File: config.mk
export PLATFORM = sky130hd
export DESIGN_NAME = instr_encoder_flat
export DESIGN_NICKNAME = d
export VERILOG_FILES = /design/src/rtl/instr_encoder_if.sv /design/src/rtl/instr_encoder.sv /design/src/flat_wrapper.sv
export SDC_FILE = /design/constraint.sdc
export NUM_CORES = 1
export LEC_CHECK = 0
export BUFFER_PORTS_ARGS = -buffer_cell sky130_fd_sc_hd__buf_4
export CAP_MARGIN = 20
export CORE_MARGIN = 3
export CORE_UTILIZATION = 55
export CTS_CLUSTER_DIAMETER = 150
export DETAILED_ROUTE_END_ITERATION = 12
export HOLD_SLACK_MARGIN = 0.03
export PLACE_DENSITY = 0.77
export SETUP_SLACK_MARGIN = 0.3
export SYNTH_ARGS = -nofsm -noshare
export SYNTH_HDL_FRONTEND = slang
export SYNTH_SLANG_ARGS = --single-unit
export TNS_END_PERCENT = 100
File: constraint.sdc
create_clock -name clk -period 6.05 [get_ports clk]
set_clock_uncertainty 0.2 [all_clocks]
set_input_delay 0.605 -clock clk [delete_from_list [all_inputs] [get_ports clk]]
set_output_delay 0.605 -clock clk [all_outputs]
set_load 0.05 [all_outputs]
File: src/rtl/instr_encoder_if.sv
// Request/memory bus of instr_encoder: control-bundle handshake in, encoded
// instruction-memory writes and session status out.
interface instr_encoder_if #(
  parameter int OPCODEWIDTH = 4,
  parameter int ADDRWIDTH   = 8
);
  logic                      start;
  logic [ADDRWIDTH-1:0]      baseAddr;
  logic                      inValid;
  logic                      inReady;
  logic                      inLast;
  logic                      obtainPCAsR1;
  logic                      writeEnable;
  logic                      writeDataEnable;
  logic                      resultSelector;
  logic                      data2Selector;
  logic                      outFlag;
  logic [2:0]                aluControl;
  logic [2:0]                branchSel;
  logic [3:0]                rd;
  logic [3:0]                rs1;
  logic [11:0]               imm;
  logic                      imemWe;
  logic [ADDRWIDTH-1:0]      imemAddr;
  logic [OPCODEWIDTH+19:0]   imemWData;
  logic                      busy;
  logic                      done;
  logic                      err;

  modport master (
    output start, baseAddr, inValid, inLast,
    output obtainPCAsR1, writeEnable, writeDataEnable, resultSelector,
    output data2Selector, outFlag, aluControl, branchSel, rd, rs1, imm,
    input  inReady, imemWe, imemAddr, imemWData, busy, done, err
  );

  modport slave (
    input  start, baseAddr, inValid, inLast,
    input  obtainPCAsR1, writeEnable, writeDataEnable, resultSelector,
    input  data2Selector, outFlag, aluControl, branchSel, rd, rs1, imm,
    output inReady, imemWe, imemAddr, imemWData, busy, done, err
  );
endinterface

File: src/rtl/instr_encoder.sv
// Encodes control bundles into 24-bit instruction words and streams them into
// instruction memory through a small FIFO. Optional macro: INSTR_ENCODER_CHECK_EN.
module instr_encoder #(
  parameter int OPCODEWIDTH = 4,
  parameter int ADDRWIDTH   = 8,
  parameter int DEPTH       = 4
) (
  input logic             clk,
  input logic             rst,
  instr_encoder_if.slave  bus
);
  localparam int WW = OPCODEWIDTH + 20;
  localparam int PW = $clog2(DEPTH);

  typedef enum logic [1:0] {
    IDLE  = 2'd0,
    LOAD  = 2'd1,
    DRAIN = 2'd2,
    DONE  = 2'd3
  } state_t;

  // Returns {legal, opcode}; an illegal bundle yields opcode 0000.
  function automatic logic [4:0] encode(input logic pc, input logic we,
                                        input logic wde, input logic rs,
                                        input logic d2, input logic of,
                                        input logic [2:0] alu,
                                        input logic [2:0] bsel);
    logic [4:0] r;
    r = 5'b0_0000;
    casez ({pc, we, wde, rs, d2, of, alu})
      9'b0_000?0_000: r = 5'b1_0000;
      9'b0_010?0_110: r = 5'b1_0001;
      9'b0_10010_111: r = 5'b1_0010;
      9'b0_100?0_110: r = 5'b1_0011;
      9'b0_000?1_110: r = 5'b1_0100;
      9'b0_10000_000: r = 5'b1_0101;
      9'b0_100?0_001: r = 5'b1_0110;
      9'b0_101?0_110: r = 5'b1_0111;
      9'b0_100?0_010: r = 5'b1_1000;
      9'b0_100?0_101: r = 5'b1_1001;
      9'b0_000?0_001: r = 5'b1_1010;
      9'b1_00010_000: begin
        if (bsel <= 3'd4) begin
          r = {1'b1, 4'd11 + {1'b0, bsel}};
        end else begin
          r = 5'b0_0000;
        end
      end
      default: r = 5'b0_0000;
    endcase
    return r;
  endfunction

  state_t               state_r, state_next_s;
  logic [WW-1:0]        fifo_r [DEPTH];
  logic [PW-1:0]        wr_ptr_r, rd_ptr_r;
  logic [PW:0]          count_r;
  logic [ADDRWIDTH-1:0] addr_r, imem_addr_r;
  logic [WW-1:0]        imem_wdata_r, word_s;
  logic                 imem_we_r, busy_r, done_r, err_r;
  logic [4:0]           enc_s;
  logic                 in_ready_s, xfer_s, push_s, pop_s, illegal_s;

  // Next-state decode, handshake and FIFO push/pop qualification
  always_comb begin
    state_next_s = state_r;
    enc_s = encode(bus.obtainPCAsR1, bus.writeEnable, bus.writeDataEnable,
                   bus.resultSelector, bus.data2Selector, bus.outFlag,
                   bus.aluControl, bus.branchSel);
    word_s     = {OPCODEWIDTH'(enc_s[3:0]), bus.rd, bus.rs1, bus.imm};
    in_ready_s = (state_r == LOAD) && (count_r != (PW+1)'(DEPTH));
    xfer_s     = in_ready_s && bus.inValid;
`ifdef INSTR_ENCODER_CHECK_EN
    push_s    = xfer_s && enc_s[4];
    illegal_s = xfer_s && !enc_s[4];
`else
    push_s    = xfer_s;
    illegal_s = 1'b0;
`endif
    pop_s = ((state_r == LOAD) || (state_r == DRAIN)) && (count_r != '0);
    case (state_r)
      IDLE: begin
        if (bus.start) state_next_s = LOAD;
        else           state_next_s = IDLE;
      end
      LOAD: begin
        if (xfer_s && bus.inLast) state_next_s = DRAIN;
        else                      state_next_s = LOAD;
      end
      DRAIN: begin
        if (count_r == '0) state_next_s = DONE;
        else               state_next_s = DRAIN;
      end
      DONE:    state_next_s = IDLE;
      default: state_next_s = IDLE;
    endcase
  end

  // FIFO storage; contents are don't-care whenever the pointers say empty
  always_ff @(posedge clk) begin
    if (push_s) begin
      fifo_r[wr_ptr_r] <= word_s;
    end
  end

  // Session state, FIFO bookkeeping, memory write port and status registers
  always_ff @(posedge clk or posedge rst) begin
    if (rst) begin
      state_r      <= IDLE;
      wr_ptr_r     <= '0;
      rd_ptr_r     <= '0;
      count_r      <= '0;
      addr_r       <= '0;
      imem_we_r    <= 1'b0;
      imem_addr_r  <= '0;
      imem_wdata_r <= '0;
      busy_r       <= 1'b0;
      done_r       <= 1'b0;
      err_r        <= 1'b0;
    end else begin
      state_r <= state_next_s;
      if (push_s) wr_ptr_r <= wr_ptr_r + PW'(1);
      if (pop_s)  rd_ptr_r <= rd_ptr_r + PW'(1);
      case ({push_s, pop_s})
        2'b10:   count_r <= count_r + (PW+1)'(1);
        2'b01:   count_r <= count_r - (PW+1)'(1);
        default: count_r <= count_r;
      endcase
      imem_we_r <= pop_s;
      if (pop_s) begin
        imem_addr_r  <= addr_r;
        imem_wdata_r <= fifo_r[rd_ptr_r];
      end
      if ((state_r == IDLE) && bus.start) begin
        addr_r <= bus.baseAddr;
        err_r  <= 1'b0;
      end else if (pop_s) begin
        addr_r <= addr_r + ADDRWIDTH'(1);
      end else if (illegal_s) begin
        err_r <= 1'b1;
      end
      // pop and illegal can coincide; err must not be lost in that case
      if (pop_s && illegal_s) err_r <= 1'b1;
      busy_r <= (state_next_s == LOAD) || (state_next_s == DRAIN);
      done_r <= (state_next_s == DONE);
    end
  end

  assign bus.inReady   = in_ready_s;
  assign bus.imemWe    = imem_we_r;
  assign bus.imemAddr  = imem_addr_r;
  assign bus.imemWData = imem_wdata_r;
  assign bus.busy      = busy_r;
  assign bus.done      = done_r;
  assign bus.err       = err_r;
endmodule

File: src/flat_wrapper.sv
// flat-port wrapper written by rule: the top's interface ports become plain ports
module instr_encoder_flat 
#(
  parameter int OPCODEWIDTH = 4,
  parameter int ADDRWIDTH   = 8,
  parameter int DEPTH       = 4
)
  (clk, rst, bus_start, bus_baseAddr, bus_inValid, bus_inLast, bus_obtainPCAsR1, bus_writeEnable, bus_writeDataEnable, bus_resultSelector, bus_data2Selector, bus_outFlag, bus_aluControl, bus_branchSel, bus_rd, bus_rs1, bus_imm, bus_inReady, bus_imemWe, bus_imemAddr, bus_imemWData, bus_busy, bus_done, bus_err);
  instr_encoder_if #(.OPCODEWIDTH(OPCODEWIDTH), .ADDRWIDTH(ADDRWIDTH)) bus_i ();
  input logic clk;
  input logic rst;
  input wire logic [$bits(bus_i.start)-1:0] bus_start;
  input wire logic [$bits(bus_i.baseAddr)-1:0] bus_baseAddr;
  input wire logic [$bits(bus_i.inValid)-1:0] bus_inValid;
  input wire logic [$bits(bus_i.inLast)-1:0] bus_inLast;
  input wire logic [$bits(bus_i.obtainPCAsR1)-1:0] bus_obtainPCAsR1;
  input wire logic [$bits(bus_i.writeEnable)-1:0] bus_writeEnable;
  input wire logic [$bits(bus_i.writeDataEnable)-1:0] bus_writeDataEnable;
  input wire logic [$bits(bus_i.resultSelector)-1:0] bus_resultSelector;
  input wire logic [$bits(bus_i.data2Selector)-1:0] bus_data2Selector;
  input wire logic [$bits(bus_i.outFlag)-1:0] bus_outFlag;
  input wire logic [$bits(bus_i.aluControl)-1:0] bus_aluControl;
  input wire logic [$bits(bus_i.branchSel)-1:0] bus_branchSel;
  input wire logic [$bits(bus_i.rd)-1:0] bus_rd;
  input wire logic [$bits(bus_i.rs1)-1:0] bus_rs1;
  input wire logic [$bits(bus_i.imm)-1:0] bus_imm;
  output wire logic [$bits(bus_i.inReady)-1:0] bus_inReady;
  output wire logic [$bits(bus_i.imemWe)-1:0] bus_imemWe;
  output wire logic [$bits(bus_i.imemAddr)-1:0] bus_imemAddr;
  output wire logic [$bits(bus_i.imemWData)-1:0] bus_imemWData;
  output wire logic [$bits(bus_i.busy)-1:0] bus_busy;
  output wire logic [$bits(bus_i.done)-1:0] bus_done;
  output wire logic [$bits(bus_i.err)-1:0] bus_err;
  assign bus_i.start = bus_start;
  assign bus_i.baseAddr = bus_baseAddr;
  assign bus_i.inValid = bus_inValid;
  assign bus_i.inLast = bus_inLast;
  assign bus_i.obtainPCAsR1 = bus_obtainPCAsR1;
  assign bus_i.writeEnable = bus_writeEnable;
  assign bus_i.writeDataEnable = bus_writeDataEnable;
  assign bus_i.resultSelector = bus_resultSelector;
  assign bus_i.data2Selector = bus_data2Selector;
  assign bus_i.outFlag = bus_outFlag;
  assign bus_i.aluControl = bus_aluControl;
  assign bus_i.branchSel = bus_branchSel;
  assign bus_i.rd = bus_rd;
  assign bus_i.rs1 = bus_rs1;
  assign bus_i.imm = bus_imm;
  assign bus_inReady = bus_i.inReady;
  assign bus_imemWe = bus_i.imemWe;
  assign bus_imemAddr = bus_i.imemAddr;
  assign bus_imemWData = bus_i.imemWData;
  assign bus_busy = bus_i.busy;
  assign bus_done = bus_i.done;
  assign bus_err = bus_i.err;
  instr_encoder #(.OPCODEWIDTH(OPCODEWIDTH), .ADDRWIDTH(ADDRWIDTH), .DEPTH(DEPTH)) u_core (.clk(clk), .rst(rst), .bus(bus_i));
endmodule
==> results summary, run 1 <==
Global routing consumed, on the met2 layer, 35.5% of the routing resources. The DRC violation count after routing came out at 0. In this run the clock root is driven by a sky130_fd_sc_hd__clkbuf_8. In this run the most critical hold path is launched from bus_imm[7]. The slew at the pin with the worst max-slew slack is 0.880 ns.

The final net count is 558. The final worst-path cycle share is 44.9%. The floorplan row count came out at 37. The flow ran to the end, and the final reports show no timing, DRC or antenna violations. At the end of routability-driven placement, the weighted congestion stood at 0.818. The min-delay analysis places its worst path in the category in -> reg. The startpoint of the lowest-slack register-to-register path is u_core.state_r[0]. The post-route minimum period is 2.72 ns. When the netlist entered floorplanning its net count stood at 469.

Of the cells placed in the final design, the portion with a size suffix greater than 1 is 29.5%. The leakage power of the design is 3.03 nW. The number of buffers on the longest clock path is 2. The remaining number of nets flagged by the antenna check after routing is 0. The worst-case headroom to the max-slew limit is 41.3%.

The average detailed-routed wire length per instance is 18.7 um. The power per unit of standard cell area came out at 575 mW/mm^2. The share of synthesized cell area in full adder, half adder and majority cells came out at 3.02%. After synthesis, the netlist uses 43 different library cells. The endpoint type of the worst setup path is a flip-flop. The number of setup buffers added after CTS is 0. The filler cells instantiated in the layout total 650. The part of the Yosys area used for sequential elements came out at 69.3%. TritonCTS built the clock tree.

The synthesized netlist devotes 2.92% of its cell area to compound gates. The count of synthesis-stage warnings from yosys came out at 0. The endpoint of the lowest-slack register-to-register path is u_core.count_r[2]. The hold violation count in the final report came out at 0. The mean instance size in the synthesized netlist came out at 14.7 sq um. The startpoint type of the worst setup path is a flip-flop. The global-route wire length before repair is 19.5 mm. Leaving out fill and tap cells, the most frequent cell in the layout is sky130_fd_sc_hd__nand2_1. The number of pins exceeding their max-slew limit in the final report came out at 0. The register-to-register path setup slack came out at 3.33 ns. The max-capacitance violation count is 0.

The via count of the first global-routing pass is 3824. The wire length reported by the detailed router came out at 12.1 mm. Summing every instance area after synthesis gives 0.00604 sq mm.

The multiplexer fraction of the synthesized cell area is 9.14%. The critical path in this run is classified as reg -> reg. Synthesis inferred 148 register bits. In the layout the commonest cells are sky130_fd_sc_hd__nand2_1 (107), sky130_fd_sc_hd__edfxtp_1 (96), sky130_fd_sc_hd__buf_4 (86).

The starting density of the core is 57.5%. The synthesized design spends more area on one cell type than any other, namely sky130_fd_sc_hd__edfxtp_1. After synthesis, the largest family of logic cells by area is simple AND/OR/NAND/NOR gates. After detailed routing, the number of vias per cell comes to 5.57. The number of clock buffers inserted by TritonCTS is 17. Data arrives at the worst endpoint at 2.93 ns. The I/O pin total is 82. Along the worst path, the maximum fanout reaches 38.

The first-pass iteration count of the detailed router came out at 4. Setup total negative slack on the finished layout was measured at 0 ns. The fraction of synthesized cell area in xor and xnor cells came out at 2.18%. From synthesis to final layout, the design area changed by 23.5%. The cell count after synthesis came out at 410. The post-DP HPWL came out at 7.23 mm. The layer flagged by global routing as most heavily used is met2. The final-report setup violation count came out at 0.

The repair_antennas step left the layout with diodes totalling 0. The worst hold path endpoint is u_core.fifo_r[2][7]. By area the synthesized netlist is led by sky130_fd_sc_hd__edfxtp_1 (48%), sky130_fd_sc_hd__dfrtp_1 (22%), sky130_fd_sc_hd__mux4_2 (8.9%), sky130_fd_sc_hd__nand2_1 (6.7%), sky130_fd_sc_hd__ha_1 (2.7%).

The basic-gate share of the synthesized area counting and, or, nand and nor cells came out at 11.0%. The clock drives 148 sinks. The met1 track demand over resource is 24.5%.

The worst hold path cell count came out at 1. The height of the die came out at 111 um. For this run, the total global-route usage over all layers was measured as 20.4%. The number of vias in the routed layout is 3610.

Entering global routing, the biggest net connects 53 pins. Global routing used 4.31% of the available met3 tracks. The total instance count after detailed placement came out at 613. The depth of the most critical reg-to-reg path came out at 10.

The clock latency of the later-clocked register in the worst-skew pair came out at 0.52 ns. The number of H-tree levels is 4. The post-CTS clock slew at the launch and capture registers of the worst setup and hold paths came out at 0.06 ns. The core box area came out at 0.0105 sq mm. The total congestion overflow after global routing came out at 0. The number of I/O port buffers is 80. Setup repair after global routing left no endpoint under its margin. The width of the die is 111 um. Data on the critical path is required at its endpoint by 6.26 ns. The number of antenna violations at the first check in global routing came out at 0. The upper clock frequency limit came out at 368 MHz. The full die area came out at 0.0123 sq mm. The maximum VDD drop is 424 uV. The portion of synthesized cell area occupied by the leading cell type came out at 47.7%. The number of design-rule violations left by the first detailed-router iteration came out at 253. The non-filler instance count after layout came out at 648.
[what timing repair did]
| action | 4_1_cts | 5_1_grt |
|---|---|---|
| endpoints found under the hold margin | 0 | 8 |
| setup endpoints to repair | 0 | 0 |
| gates resized for setup | 0 | 0 |
| hold buffers | 0 | 1 |
[how the worst max path moves through the flow]
stage                      start                 to  slack, ns  cells after the start
2_1_floorplan  u_core.state_r[1]        bus_inReady       3.46                      3
3_3_place_gp   u_core.state_r[0]  u_core.count_r[2]       3.43                     10
6_report       u_core.state_r[0]  u_core.count_r[2]       3.33                     10
5_1_grt        u_core.state_r[0]  u_core.count_r[2]       3.18                     10
4_1_cts        u_core.state_r[0]  u_core.count_r[2]       3.33                     10
3_5_place_dp   u_core.state_r[0]  u_core.count_r[2]       3.33                     10
[cells by family after synthesis]
kind of cell    after synthesis
other cells                   1
mux                          25
fa+ha+maj                    14
compound gates               27
buf+inv                      31
simple gates                149
flops                       148
xor+xnor                     15
[stage by stage]
step | cell area, sq um | setup slack [ns] | hold slack, ns | total power [mW] | util [%]
6_report | 7460 | 3.33 | 0.0796 | 4.29 | 70.9
5_1_grt | 7460 | 3.18 | 0.0693 | 4.52 | 70.9
4_1_cts | 7400 | 3.33 | 0.0607 | 4.29 | 70.4
3_5_place_dp | 6770 | 3.33 | 0.264 | 3.18 | 64.4
3_3_place_gp | 6770 | 3.43 | 0.262 | 3.10 | 64.4
2_1_floorplan | 6040 | 3.46 | 0.260 | 2.71 | -
[synthesized netlist by cell type (all sizes together)]
master,count
a211o,2
a211oi,1
a21boi,1
a21oi,9
a31oi,2
a41oi,1
and2,4
and3,1
buf,16
clkbuf,3
conb,1
dfrtp,52
edfxtp,96
fa,1
ha,13
inv,12
mux2,1
mux4,24
nand2,107
nand2b,6
nand3,3
nand3b,1
nand4,3
nor2,13
nor3,1
nor4,3
nor4bb,2
o21a,1
o21ai,5
o22ai,2
o311a,1
o31ai,1
o32a,1
or3,2
or4,1
or4b,2
xnor2,11
xor2,4
[registers in the layout, summed over array words and instances, names as in the netlist]
signal / flops
u_core.bus.imemAddr: 8
u_core.bus.imemWData: 24
u_core.bus.done: 1
u_core.fifo_r: 96
u_core.rd_ptr_r: 2
u_core.bus.imemWe: 1
u_core.state_r: 2
u_core.addr_r: 8
u_core.bus.busy: 1
u_core.wr_ptr_r: 2
u_core.count_r: 3
[power by group]
part	internal, mW	total (mW)	switching [mW]	leakage (nW)
clock network	0.708	1.10	0.390	0.290
registers	1.34	1.57	0.222	1.51
logic	0.604	1.62	1.02	1.24
[layer usage]
metal	up-vias	share of wire (%)	wire [um]
met3	24	5.2	631
li1	1648	-	-
met1	1800	38	4590
met2	138	55	6600
met4	0	2.4	285
met5	-	0	0
[layout make-up]
cell class / instances / area [sq um] / area share [%]
clock inverter: 14 / 210 / 2.82
multi-input combinational: 231 / 1720 / 23.1
tap: 136 / 170 / 2.28
inverter: 12 / 45.0 / 0.604
timing repair buffer: 89 / 703 / 9.43
clock buffer: 18 / 418 / 5.60
sequential: 148 / 4190 / 56.1
[worst max-delay path: stages (launching register included)]
cell and delay [ns]:
sky130_fd_sc_hd__dfrtp_1 0.39, sky130_fd_sc_hd__inv_1 0.10, sky130_fd_sc_hd__ha_1 0.34, sky130_fd_sc_hd__o31ai_4 0.07, sky130_fd_sc_hd__buf_4 0.41, sky130_fd_sc_hd__inv_1 0.12, sky130_fd_sc_hd__ha_1 0.26, sky130_fd_sc_hd__fa_1 0.39
sky130_fd_sc_hd__xnor2_1 0.16, sky130_fd_sc_hd__nor2_1 0.06, sky130_fd_sc_hd__xnor2_1 0.12
Note: power is estimated with default switching activity, not from simulation.
==> run 2: changes to the inputs <==
ABC_AREA = 1   (was default)
CORE_UTILIZATION = 52   (was 55)
PLACE_DENSITY = 0.76   (was 0.77)
clock period = 2.27 ns   (was 6.05 ns; I/O delays follow)
==> results summary, run 2 <==
The total power came out at 12.4 mW. On the critical path the largest part of the delay comes from adder cells. The number of clock buffers inserted by TritonCTS is 17. 0 antenna diodes ended up in the layout.

The number of pins exceeding their max-slew limit in the final report came out at 0. The TritonCTS clock tree is done. At the placement stage, the worst setup path has a slack of 0.218 ns.

The count of synthesis-stage warnings from yosys came out at 0. The flip-flop and latch count after synthesis came out at 148. The summed instance area of the synthesized netlist is 0.00626 sq mm.

The power per unit of standard cell area is 1530 mW/mm^2. The gate count of the mapped netlist is 588. The sum of negative setup slack came out at 0 ns. In this run the core area contains 39 standard-cell rows. The number of nets handed over by synthesis was 647. The height of the die came out at 116 um. The count of unique library cells instantiated by Yosys came out at 29. The number of antenna violations at the first check in global routing came out at 0. The fraction of the core area covered by cells at the end of the flow is 69.9%. After filler insertion, the fill cell instance count of the layout stands at 806. For this design the static power due to leakage is 3.47 nW. The met3 layer usage reported by global route came out at 4.49%. The run finished with clean final reports. The starting density of the core came out at 53.9%. The slowest stage of the critical path is the sky130_fd_sc_hd__dfrtp_1 cell. The top cell types in the final layout, fill and taps aside, are sky130_fd_sc_hd__nand2_1 (135), sky130_fd_sc_hd__buf_4 (99), sky130_fd_sc_hd__edfxtp_1 (96).

The total congestion overflow after global routing is 0. The highest net fanout along the worst path is 3. The remaining number of nets flagged by the antenna check after routing is 0. The slew at the pin with the worst max-slew slack came out at 0.505 ns. The buffering stage count on the worst path with inverters included is 2. The via density per instance came out at 5.29.

The final worst-path cycle share came out at 87.7%. By instance count, the leading cell after synthesis is sky130_fd_sc_hd__nand2_1. The maximum VDD drop came out at 711 uV. The core box area came out at 0.0116 sq mm. The number of H-tree levels came out at 4.

The required time reported for the critical path endpoint is 2.36 ns. The number of I/O port buffers is 80. Walking the worst path, the cells encountered are inv_2 -> ha_4 -> nand2_4 -> inv_4 -> ha_4 -> fa_2 -> a21oi_2 -> o21ai_1 -> xor2_1.

The first-pass iteration count of the detailed router is 7. A synthesized cell averages 10.7 sq um. Entering global routing, the biggest net connects 53 pins.

Counting flops with a built-in enable in the synthesized netlist gives 96. The most used flip-flop cell after synthesis is sky130_fd_sc_hd__edfxtp_1. The layer with the highest usage after global routing is met2. The clock sink count is 148.

After clock tree synthesis, the clock-pin slew on the worst setup and hold paths is 0.06 ns. The proportion of register bits with asynchronous set or reset after synthesis came out at 35.1%. The register with the most flip-flops in the layout has 96 of them. The root cell of the clock tree is sky130_fd_sc_hd__clkbuf_16. The hold violation count in the final report is 0.

The detailed router placed 4637 vias in this run. Global routing used 25.5% of the available met1 tracks. The final design area excluding fillers is 0.00812 sq mm. In the synthesized netlist, the cells that appear most often are sky130_fd_sc_hd__nand2_1 (136), sky130_fd_sc_hd__edfxtp_1 (96), sky130_fd_sc_hd__nor2_1 (82), sky130_fd_sc_hd__dfrtp_1 (52), sky130_fd_sc_hd__inv_1 (41). The final-report setup violation count came out at 0.

The register with the most flip-flops in the final layout is u_core.fifo_r. The weighted congestion at the end of routability-driven global placement came out at 0.801. By startpoint and endpoint, the worst setup path is classified as reg -> reg. The post-route minimum period is 1.99 ns. The full die area came out at 0.0134 sq mm. STA classifies the critical path startpoint as a flip-flop. The I/O pin total is 82. The global routing usage summed across all routing layers came out at 21.6%. After synthesis, the cell types taking the most area are sky130_fd_sc_hd__edfxtp_1 (46%), sky130_fd_sc_hd__dfrtp_1 (21%), sky130_fd_sc_hd__nand2_1 (8.2%), sky130_fd_sc_hd__nor2_1 (4.9%), sky130_fd_sc_hd__o21ai_1 (3.0%). The worst hold path class is in -> reg. The number of design-rule violations left by the first detailed-router iteration is 446. The via count of the first global-routing pass came to 4660. The sequential standard cell area is 0.00418 sq mm. The highest cell delay on the worst timing path is 0.39 ns. STA classifies the critical path endpoint as a flip-flop.

The upper clock frequency limit is 503 MHz. The critical path data arrival time came out at 2.08 ns. The max-capacitance violation count came out at 0. Setup repair after global routing could not meet its margin everywhere.

In the final routed layout, each cell accounts on average for 15.7 um. The clock latency of the later-clocked register in the worst-skew pair came out at 0.42 ns. The fraction of met2 tracks used by global routing came out at 38.7%. The part of the Yosys area used for sequential elements is 66.8%. The library cell used most frequently in the layout, excluding fill and tap cells, is sky130_fd_sc_hd__nand2_1. The portion of synthesized cell area occupied by the leading cell type came out at 46.0%. In the final layout, the multi-input gates occupy 0.00184 sq mm. For this block, the routed nets add up to 13.8 mm of wire.

The total placed instance area came out at 0.00708 sq mm. The area overhead of the layout relative to synthesis came out at 29.7%. Setup slack on the critical path of the routed design comes to 0.280 ns.

The worst-case headroom to the max-slew limit is 66.4%. The width of the die is 116 um. In this run the deepest clock path goes through 2 buffers. The post-DP HPWL is 8.25 mm. The global-route wire length before repair came out at 22.1 mm. The largest area contributor in the netlist is sky130_fd_sc_hd__edfxtp_1.

In the routed design, unresolved DRC markers number 0. Counting stages on the worst path, the most repeated cell is sky130_fd_sc_hd__ha_4. Of the cells placed in the final design, the portion with a size suffix greater than 1 is 21.7%. The final net count came out at 779.
## run 2: cell types whose count changed after synthesis, sizes merged, moves of 10 or more
cell / delta
nor2: +69
o21ai: +64
inv: +35
nand2: +31
mux4: -24
o22ai: +22
nand3: +17
xnor2: -10
## run 2: where the power goes
group          internal, mW  switching (mW)
registers              3.66           0.385
clock network          1.72            1.10
logic                  1.81            3.72
total                  7.19            5.21
## run 2: stage by stage
step / hold WS [ns] / cells
final: 0.128 / 876
after global routing: 0.155 / 876
after CTS: 0.0865 / 872
after detailed placement: 0.111 / 804
after global placement: 0.104 / 804
after floorplan: 0.126 / 588
## run 2: path summary, 6_finish.rpt
check,startpoint,end,slack (ns),cells past startpoint
max in group asynchronous,rst,u_core.bus.imemWData[13],1.40,4
worst max register to register,u_core.state_r[1],u_core.count_r[2],0.28,9
worst min-delay path,bus_obtainPCAsR1,u_core.fifo_r[3][23],0.13,3
min in group asynchronous,rst,u_core.state_r[0],0.21,4
worst min register to register,u_core.bus.imemWData[17],u_core.bus.imemWData[17],0.28,2
worst max-delay path,u_core.state_r[1],u_core.count_r[2],0.28,9
## run 2: logic make-up (layout without fill, tap and decap cells)
kind of cell / after synthesis / count (layout) / synth area share, %
AOI/OAI and AO/OA: 100 / 100 / 8.51
xor gates and xnor gates: 4 / 4 / 0.560
adders and majority gates: 14 / 14 / 2.92
buffers and inverters: 69 / 214 / 4.86
DFF: 148 / 148 / 66.8
other: 1 / 1 / 0.0599
and+or+nand+nor: 252 / 252 / 16.3
## run 2: layout make-up
type / count / area share [%]
Clock inverter: 11 / 1.36
Clock buffer: 21 / 6.21
Tap cell: 143 / 2.20
Multi-Input combinational cell: 371 / 22.6
Sequential cell: 148 / 51.5
Inverter: 47 / 2.20
Timing Repair Buffer: 135 / 13.9
## run 2: routing by layer
layer,vias to the layer above,share of wire (%)
li1,2244,-
met5,-,0
met4,0,2.0
met1,2188,40
met2,173,52
met3,32,5.1
## run 2: timing repair
item,CTS,global route
resized for setup,3,6
endpoints found under the setup margin,9,12
hold buffers,33,0
pin swaps,1,1
buffers inserted,3,4
endpoints found under the hold margin,142,0
## run 2: worst register-to-register path: stages (launching register included)
cell	delay, ns
sky130_fd_sc_hd__dfrtp_1	0.39
sky130_fd_sc_hd__inv_2	0.12
sky130_fd_sc_hd__ha_4	0.22
sky130_fd_sc_hd__nand2_4	0.07
sky130_fd_sc_hd__inv_4	0.04
sky130_fd_sc_hd__ha_4	0.15
sky130_fd_sc_hd__fa_2	0.34
sky130_fd_sc_hd__a21oi_2	0.12
sky130_fd_sc_hd__o21ai_1	0.08
sky130_fd_sc_hd__xor2_1	0.14
==> run 3: changes to the inputs <==
REMOVE_ABC_BUFFERS = 1   (was default)
==> results summary, run 3 (same netlist as run 2, synthesis figures left out) <==
The flow ran to the end, and the final reports show no timing, DRC or antenna violations. The clock sink count came out at 148. For the worst setup path, the data arrival time is 2.13 ns. TritonCTS built the clock tree. The fraction of layout cells with a size suffix above 1 came out at 21.2%. From synthesis to final layout, the design area changed by 29.7%. The hold violation count in the final report was 0. The worst setup margin came out at 0.232 ns. The sum of negative setup slack came out at 0 ns. The maximum VDD drop came out at 1210 uV.

The number of vias in the routed layout came out at 4612. For this configuration, the core starts out at a cell density of 53.9%. Across the run, the number of max-cap violations was 0. The pre-CTS worst setup slack is 0.0599 ns. In this run the clock root is driven by a sky130_fd_sc_hd__clkbuf_16. Detailed routing placed a total of 694 um of wire on met3. The number of design-rule violations left by the first detailed-router iteration is 366. The first detailed-routing pass took 5 iterations.

The width of the die came out at 116 um. The H-tree generated during clock tree synthesis spans 4 levels. The clock period could shrink to 2.04 ns. The worst setup path is of the reg -> reg kind. The global-route wire length before repair is 22.1 mm. STA classifies the critical path startpoint as a flip-flop. After global routing the overflow that remains totals 0. The highest metal layer carrying signal wires in the routed design is met4. The routed length on met2 is 7.31 mm.

The global routing usage summed across all routing layers is 21.3%. The maximum number of pins on one net before global-route repair is 53. At the worst endpoint, the required time is 2.37 ns. The register containing the most flip-flops in the final layout is u_core.fifo_r. The later pin in the worst-skew pair is clocked with a latency of 0.41 ns. Clock-pin slew was measured on the worst setup and hold paths at 0.07 ns.

The via count of the first global-routing pass is 4654. The number of buffers on the longest clock path is 2. The antenna diode count is 0.

The total instance count after detailed placement is 801. The total area inside the core boundary comes to 0.0116 sq mm. The worst-case headroom to the max-slew limit is 53.1%. In this run the worst hold path is classified as in -> reg.

The post-DP HPWL came out at 8.01 mm. In this run, CTS created clock tree buffers numbering 17. The number of antenna violations at the first check in global routing was 0. The I/O pin total is 82. The DRC violation count after routing is 0. The remaining number of nets flagged by the antenna check after routing came out at 0. The weighted congestion at the end of routability-driven global placement is 0.827. The die covers 0.0134 sq mm. Using the TritonRoute via totals, the vias-per-cell ratio works out to 5.30. Static timing analysis puts the maximum clock frequency at 491 MHz. The slew at the pin with the worst max-slew slack is 0.703 ns.

In the final routing, the length of wire on met1 measures 5.81 mm. The library cell used most frequently in the layout, excluding fill and tap cells, is sky130_fd_sc_hd__nand2_1. Port buffering added 80 buffers. The final-report setup violation count is 0. STA classifies the critical path endpoint as a flip-flop. The number of pins exceeding their max-slew limit in the final report is 0. The highest net fanout along the worst path is 3. The height of the die came out at 116 um. The number of flip-flops under the largest register name came out at 96. The leakage power of the design is 3.44 nW.

After layout, the worst path uses 89.8% of the clock period. The power per unit of standard cell area came out at 1550 mW/mm^2. The final net count came out at 773.

In this run the core area contains 39 standard-cell rows. In the final routed layout, each cell accounts on average for 16.0 um. The wire length reported by the detailed router came out at 13.9 mm. The library cells used most frequently in the layout, excluding fill and tap cells, are sky130_fd_sc_hd__nand2_1 (135), sky130_fd_sc_hd__edfxtp_1 (96), sky130_fd_sc_hd__buf_4 (90).

The non-filler instance count after layout came out at 870. Setup repair after global routing could not meet its margin everywhere.
==> run 3: area by class of cell <==
type,instances,area (sq um)
tap,143,179
inverter,47,179
clock buffer,18,429
fill,819,3490
timing repair buffer,129,1120
sequential,148,4180
clock inverter,14,200
multi-input combinational,371,1830
==> run 3: metrics by stage <==
stage	hold WS [ns]	total power [mW]	util, %	area, sq um
finish	0.0958	12.6	69.9	8120
global route	0.112	13.4	69.9	8120
CTS	0.0834	12.5	69.7	8100
detailed placement	0.231	9.23	60.9	7080
global placement	0.231	9.04	60.9	7080
floorplan	0.126	7.51	-	6130
==> run 3: critical path: stages, from the launching register on <==
cell and delay, ns:
sky130_fd_sc_hd__dfrtp_1 0.39, sky130_fd_sc_hd__inv_2 0.12, sky130_fd_sc_hd__ha_4 0.22, sky130_fd_sc_hd__nand2_4 0.09
sky130_fd_sc_hd__inv_4 0.04, sky130_fd_sc_hd__ha_4 0.16, sky130_fd_sc_hd__fa_2 0.35, sky130_fd_sc_hd__a21oi_2 0.13
sky130_fd_sc_hd__o21ai_1 0.08, sky130_fd_sc_hd__xor2_1 0.14
==> run 3: what timing repair did <==
item                       4_1_cts  5_1_grt
setup buffers                    2        2
hold buffers                    33        0
gates resized for setup         10        5
pin swaps                        1        1
hold endpoints to repair       142        0
setup endpoints to repair       10       11
==> run 3: path summary, 6_finish.rpt <==
| path | startpoint | end | slack (ns) | depth (start not counted) |
|---|---|---|---|---|
| min in group asynchronous | rst | u_core.bus.done | 0.37 | 4 |
| worst min-delay path | bus_obtainPCAsR1 | u_core.fifo_r[0][23] | 0.1 | 3 |
| worst min register to register | u_core.bus.imemWData[3] | u_core.bus.imemWData[3] | 0.28 | 2 |
| worst max-delay path | u_core.state_r[1] | u_core.count_r[2] | 0.23 | 9 |
| max in group asynchronous | rst | u_core.bus.imemWData[20] | 1.04 | 4 |
| worst max register to register | u_core.state_r[1] | u_core.count_r[2] | 0.23 | 9 |
==> run 3: power by group <==
group / switching (mW) / leakage (nW) / internal [mW]
Sequential: 0.401 / 1.49 / 3.66
Combinational: 3.73 / 1.65 / 1.81
Clock: 1.11 / 0.298 / 1.85
Total: 5.24 / 3.44 / 7.32
==> run 3: routing by layer <==
layer,vias to the layer above,global-route usage (%)
li1,2241,-
met1,2225,26.2
met2,134,37.9
met3,12,5.43
met4,0,5.49
met5,-,0
